`src/rtl/sha256_pkg.sv`:
```
// Shared types and constants for the SHA-256 control slice.
package sha256_pkg;

  localparam int unsigned MAX_BYTES   = 247;
  localparam int unsigned BLOCK_BYTES = 64;
  localparam int unsigned CNT_W       = 8;

  typedef enum logic [3:0] {
    IDLE    = 4'd0,
    CLR     = 4'd1,
    RX      = 4'd2,
    LEN_HI  = 4'd3,
    LEN_LO  = 4'd4,
    LDBLK   = 4'd5,
    INIT    = 4'd6,
    RUN     = 4'd7,
    NEXT    = 4'd8,
    FIN     = 4'd9,
    CLR_ERR = 4'd10
  } state_t;

  // Registered control strobes driven to the datapath.
  typedef struct packed {
    logic data_valid;
    logic padding_en;
    logic data_len_sel;
    logic len_hi_lo_sel;
    logic dp_rst;
    logic core_rst;
    logic core_en;
    logic load_hash_val;
    logic initial_hash_val;
    logic load_blocks_num;
    logic done;
    logic busy;
    logic hash_valid;
    logic err;
  } ctrl_t;

endpackage

```
`src/rtl/sha256_ctrl.sv`:
```
// Control FSM sequencing the SHA-256 padding unit, compression core and block counter.
// Strobes are the registered decode of the previous cycle's state and inputs, so each
// one lands in the datapath one cycle after the FSM decides on it; busy tracks the state.
module sha256_ctrl #(
  parameter int unsigned MAX_BYTES = sha256_pkg::MAX_BYTES,
  parameter int unsigned CNT_W     = sha256_pkg::CNT_W
) (
  input  logic       clk,
  input  logic       rst,
  input  logic       start,
  input  logic [7:0] msg_data,
  input  logic       msg_valid,
  input  logic       msg_last,
  output logic       msg_ready,
  input  logic       finish_loop,
  input  logic       is_zero,
  output logic [7:0] message,
  output logic       data_valid,
  output logic       padding_en,
  output logic       data_len_sel,
  output logic       len_hi_lo_sel,
  output logic       dp_rst,
  output logic       core_rst,
  output logic       core_en,
  output logic       load_hash_val,
  output logic       initial_hash_val,
  output logic       load_blocks_num,
  output logic       done,
  output logic       busy,
  output logic       hash_valid,
  input  logic       hash_ack,
  output logic       err
);
  import sha256_pkg::*;

  state_t           r_state;
  state_t           w_state_nxt;
  ctrl_t            r_out;
  ctrl_t            w_out_d;
  logic [7:0]       r_message;
  logic [7:0]       w_message_d;
  logic [CNT_W-1:0] r_byte_cnt;
  logic             w_ready;
  logic             w_accept;
  logic             w_ovf;

  assign w_ready  = (r_state == RX);
  assign w_accept = msg_valid & w_ready;
  assign w_ovf    = (r_byte_cnt == CNT_W'(MAX_BYTES));

  // State register.
  always_ff @(posedge clk or negedge rst) begin
    if (!rst) r_state <= IDLE;
    else      r_state <= w_state_nxt;
  end

  // Next-state logic.
  always_comb begin
    w_state_nxt = r_state;
    unique case (r_state)
      IDLE:    if (start) w_state_nxt = CLR;
      CLR:     w_state_nxt = RX;
      RX: begin
        if (w_accept) begin
          if (w_ovf)         w_state_nxt = CLR_ERR;
          else if (msg_last) w_state_nxt = LEN_HI;
        end
      end
      LEN_HI:  w_state_nxt = LEN_LO;
      LEN_LO:  w_state_nxt = LDBLK;
      LDBLK:   w_state_nxt = INIT;
      INIT:    w_state_nxt = RUN;
      RUN:     if (finish_loop) w_state_nxt = NEXT;
      NEXT:    w_state_nxt = is_zero ? FIN : RUN;
      FIN:     if (hash_ack) w_state_nxt = IDLE;
      CLR_ERR: w_state_nxt = IDLE;
      default: w_state_nxt = IDLE;
    endcase
  end

  // Output decode; an overflowing byte is dropped and only raises err.
  always_comb begin
    w_out_d      = '0;
    w_message_d  = r_message;
    w_out_d.busy = (w_state_nxt != IDLE);
    unique case (r_state)
      CLR: begin
        w_out_d.dp_rst   = 1'b1;
        w_out_d.core_rst = 1'b1;
      end
      RX: begin
        if (w_accept) begin
          if (w_ovf) begin
            w_out_d.err = 1'b1;
          end else begin
            w_out_d.data_valid = 1'b1;
            w_out_d.padding_en = 1'b1;
            w_message_d        = msg_data;
          end
        end
      end
      LEN_HI: begin
        w_out_d.data_valid    = 1'b1;
        w_out_d.padding_en    = 1'b1;
        w_out_d.data_len_sel  = 1'b1;
        w_out_d.len_hi_lo_sel = 1'b1;
      end
      LEN_LO: begin
        w_out_d.data_valid   = 1'b1;
        w_out_d.padding_en   = 1'b1;
        w_out_d.data_len_sel = 1'b1;
      end
      LDBLK: w_out_d.load_blocks_num = 1'b1;
      INIT: begin
        w_out_d.load_hash_val    = 1'b1;
        w_out_d.initial_hash_val = 1'b1;
      end
      RUN: begin
        w_out_d.core_en    = 1'b1;
        w_out_d.padding_en = 1'b1;
      end
      NEXT: begin
        w_out_d.load_hash_val = 1'b1;
        w_out_d.core_rst      = ~is_zero;
      end
      FIN: begin
        w_out_d.done       = 1'b1;
        w_out_d.hash_valid = 1'b1;
      end
      CLR_ERR: w_out_d.dp_rst = 1'b1;
      default: ;
    endcase
  end

  // Output registers.
  always_ff @(posedge clk or negedge rst) begin
    if (!rst) begin
      r_out     <= '0;
      r_message <= 8'h00;
    end else begin
      r_out     <= w_out_d;
      r_message <= w_message_d;
    end
  end

  // Accepted-byte counter, cleared at the start of every message.
  always_ff @(posedge clk or negedge rst) begin
    if (!rst) begin
      r_byte_cnt <= '0;
    end else if (r_state == CLR) begin
      r_byte_cnt <= '0;
    end else if (w_accept && !w_ovf) begin
      r_byte_cnt <= r_byte_cnt + CNT_W'(1);
    end
  end

  assign msg_ready        = w_ready;
  assign message          = r_message;
  assign data_valid       = r_out.data_valid;
  assign padding_en       = r_out.padding_en;
  assign data_len_sel     = r_out.data_len_sel;
  assign len_hi_lo_sel    = r_out.len_hi_lo_sel;
  assign dp_rst           = r_out.dp_rst;
  assign core_rst         = r_out.core_rst;
  assign core_en          = r_out.core_en;
  assign load_hash_val    = r_out.load_hash_val;
  assign initial_hash_val = r_out.initial_hash_val;
  assign load_blocks_num  = r_out.load_blocks_num;
  assign done             = r_out.done;
  assign busy             = r_out.busy;
  assign hash_valid       = r_out.hash_valid;
  assign err              = r_out.err;

endmodule

```
`config.mk`:
```
export PLATFORM = sky130hd
export DESIGN_NAME = sha256_ctrl
export DESIGN_NICKNAME = d
export VERILOG_FILES = /design/src/rtl/sha256_pkg.sv /design/src/rtl/sha256_ctrl.sv
export SDC_FILE = /design/constraint.sdc
export NUM_CORES = 1
export LEC_CHECK = 0
export CAP_MARGIN = 20
export CORE_MARGIN = 2
export CORE_UTILIZATION = 35
export CTS_CLUSTER_DIAMETER = 50
export DETAILED_ROUTE_END_ITERATION = 8
export GPL_TIMING_DRIVEN = 0
export SLEW_MARGIN = 20
export SYNTH_ARGS = -nofsm -noshare
export SYNTH_HDL_FRONTEND = slang
export SYNTH_SLANG_ARGS = --single-unit
```
`constraint.sdc`:
```
create_clock -name clk -period 3.9 [get_ports clk]
set_clock_uncertainty 0.2 [all_clocks]
set_input_delay 0.39 -clock clk [delete_from_list [all_inputs] [get_ports clk]]
set_output_delay 0.39 -clock clk [all_outputs]
set_load 0.005 [all_outputs]
```
==> results.json <==
{
  "vias_per_cell": 5.22,
  "place.gp.congestion": 0.837,
  "fin_cells": 234,
  "grt_max_degree": 24,
  "path_clk_slew_ns": 0.06,
  "hold_path.class": "flop to flop",
  "syn_inst": 136,
  "dp_hpwl_um": 2420,
  "fin_crit_sh": 0.628,
  "die_x_um": 69.9,
  "antenna_found_initial": 0,
  "grt_pass1_vias": 1226,
  "yosys_most_used_dff": "dfrtp_1",
  "cts.sinks": 33,
  "yosys.area_share.simple": 0.188,
  "multi_input_area_um2": 633,
  "netlist_area_mm2": 0.00152,
  "max_slew_margin": 0.547,
  "setup_tns_ns": 0,
  "io_pins": 39,
  "dpl-instance-area_mm2": 0.00198,
  "final_cell_mix": "clkdlybuf4s50_1 (37), dfrtp_1 (33), nor2_1 (12), o21ai_0 (9), mux2_2 (8)",
  "io_buffers": 38,
  "drv_cap": 0,
  "final_common_cell": "clkdlybuf4s50_1",
  "die_area_mm2": 0.00488,
  "rsz0062_at_grt": "no",
  "hold_viol_final": 0,
  "syn_to_final_growth_pct": 38.0,
  "track_usage": 0.143,
  "syn_avg_cell_area_um2": 11.2,
  "crit_path_end": "msg_ready",
  "ff_latch_area_um2": 826,
  "insertion_delay_ns": 0.28,
  "r2r_start": "r_byte_cnt[0]",
  "pre_cts_slack_ns": 1.70,
  "fin_area_mm2": 0.00210,
  "cts-root-buf": "clkbuf_8",
  "cts_resized": 0,
  "numCtsBuffers": 5,
  "num_vias": 1222,
  "crit_arrival_ns": 1.86,
  "min_period_ns": 2.45,
  "fillers": 369,
  "die_h_um": 69.9,
  "synth_edf_count": 0,
  "drc_errors": 0,
  "setup_viol": 0,
  "vdd_drop_max_mv": 0.332,
  "place_inst": 225,
  "synth_top_area_share": 0.544,
  "regToRegSetupSlack_ns": 1.72,
  "max_freq_mhz": 408,
  "first_pass_iters": 4,
  "crit_start": "r_state[0]",
  "synth-compound-area-share": 0.138,
  "postCtsSetupBuffers": 0,
  "r2r_end": "busy",
  "grt_overflow": 0,
  "powerDensity_mw_per_mm2": 657,
  "synth_nets": 153,
  "leakagePower_uw": 0.000892,
  "final_max_slew_viol_count": 0,
  "routed_wl_um": 3180,
  "synth-seq-area-share": 0.544,
  "cts_buffer_depth": 2,
  "row_count": 23,
  "synth_area_leaders": "dfrtp_1 (54%), mux2_2 (5.9%), o21ai_0 (3.0%)",
  "coreArea_mm2": 0.00409,
  "ys_async_sr_fraction": 1.00,
  "ys_ff_latch": 33,
  "worstMarginPinSlew_ns": 0.674,
  "synth.distinct_cells": 38,
  "synth_top_family_by_area": "simple AND/OR/NAND/NOR gates",
  "synthMuxAreaShare": 0.0659,
  "status": "complete, no violations",
  "rr_worst_depth": 5,
  "synthXorXnorAreaFrac": 0.0173,
  "synthAdderAreaFrac": 0.00824,
  "yosys.area.top_type": "dfrtp_1",
  "yosys_warnings": 0,
  "worst_setup_path_start_kind": "flop",
  "worstSetupEndpointType": "output pin",
  "cts_tree": "built",
  "worstSetupPathType": "flop to output pin",
  "setup_ws_ns": 1.45,
  "required_ns": 3.31,
  "drt_iter0_drc": 77,
  "nets": 200,
  "ant_nets": 0,
  "start_util": 0.372,
  "drive_gt1_frac": 0.141,
  "diodes": 0,
  "cp_max_fo": 9,
  "wire_per_inst_um": 13.6,
  "holdPathStages": 1,
  "htreeDepth": 2,
  "final_util": 0.513,
  "grt_pass1_wl_um": 5560
}
==> logic make-up after synthesis <==
family | Yosys count
buffers and inverters | 12
xor gates and xnor gates | 3
AOI/OAI and AO/OA | 30
and+or+nand+nor | 48
DFF | 33
muxes | 9
adders and majority gates | 1
==> Yosys cell counts (2+ instances only) <==
library cell and n:
nand3_1 4, mux2_2 8, nand2_1 3, a21boi_0 2, o21ai_0 9, clkbuf_1 4, and2_1 2, nand4_1 2
or4_1 3, buf_2 3, a21oi_1 6, nand2b_1 6, o31ai_1 2, and3_1 2, nand3b_1 3, nor3_1 5
nor2_1 12, xor2_1 3, dfrtp_1 33, a221o_1 2, inv_1 3, o211ai_1 3
==> power breakdown <==
| group | switching, µW | leakage [µW] | internal (µW) |
|---|---|---|---|
| clock | 118 | 0.0000542 | 159 |
| combinational | 260 | 0.000411 | 328 |
| sequential | 58.0 | 0.000427 | 455 |
==> per-layer routing <==
layer / GRT usage / vias up / part of all wire
met4: 0.0427 / 0 / 0.016
met5: 0 / - / 0
met2: 0.237 / 29 / 0.50
met3: 0.0476 / 6 / 0.045
met1: 0.176 / 601 / 0.44
li1: - / 586 / -
==> timing repair <==
item,in CTS,in global routing
hold endpoints to repair,10,0
setup endpoints to repair,0,0
hold buffers,1,0
==> state kept, by name, summed over array words and instances, names as in the netlist <==
signal	flops
core_rst	1
r_byte_cnt	8
core_en	1
r_state	4
load_blocks_num	1
data_valid	1
initial_hash_val	1
len_hi_lo_sel	1
busy	1
message	8
err	1
dp_rst	1
load_hash_val	1
data_len_sel	1
padding_en	1
hash_valid	1
==> how the worst min path moves through the flow <==
| stage | startpoint | endpoint | slack [ns] |
|---|---|---|---|
| after floorplan | rst | busy | -0.11 |
| after global placement | message[3] | message[3] | 0.29 |
| after detailed placement | rst | data_len_sel | 0.1 |
| after CTS | message[7] | message[7] | 0.32 |
| after global routing | message[0] | message[0] | 0.33 |
| final | message[4] | message[4] | 0.31 |
==> critical path, cell delays in order, from the launching register on <==
cell,delay (ns)
dfrtp_1,0.37
buf_6,0.14
nor4b_4,0.48
clkdlybuf4s50_1,0.59
==> final cells by class <==
class / count / share of cell area
multi-input cells: 91 / 0.302
flip-flops and latches: 33 / 0.394
inverters: 3 / 0.00537
clock buffers: 7 / 0.0460
repair buffers: 40 / 0.197
well taps: 50 / 0.0299
plain buffers: 9 / 0.0233
clock inverters: 1 / 0.00239
==> stage by stage <==
stage	hold WS [ns]	power [µW]
floorplan	-0.106	833
CTS	0.319	1400
finish	0.310	1380
detailed placement	0.0974	1110
global route	0.332	1480
global placement	0.286	1100
No activity file was read; power rests on OpenSTA's default activity.
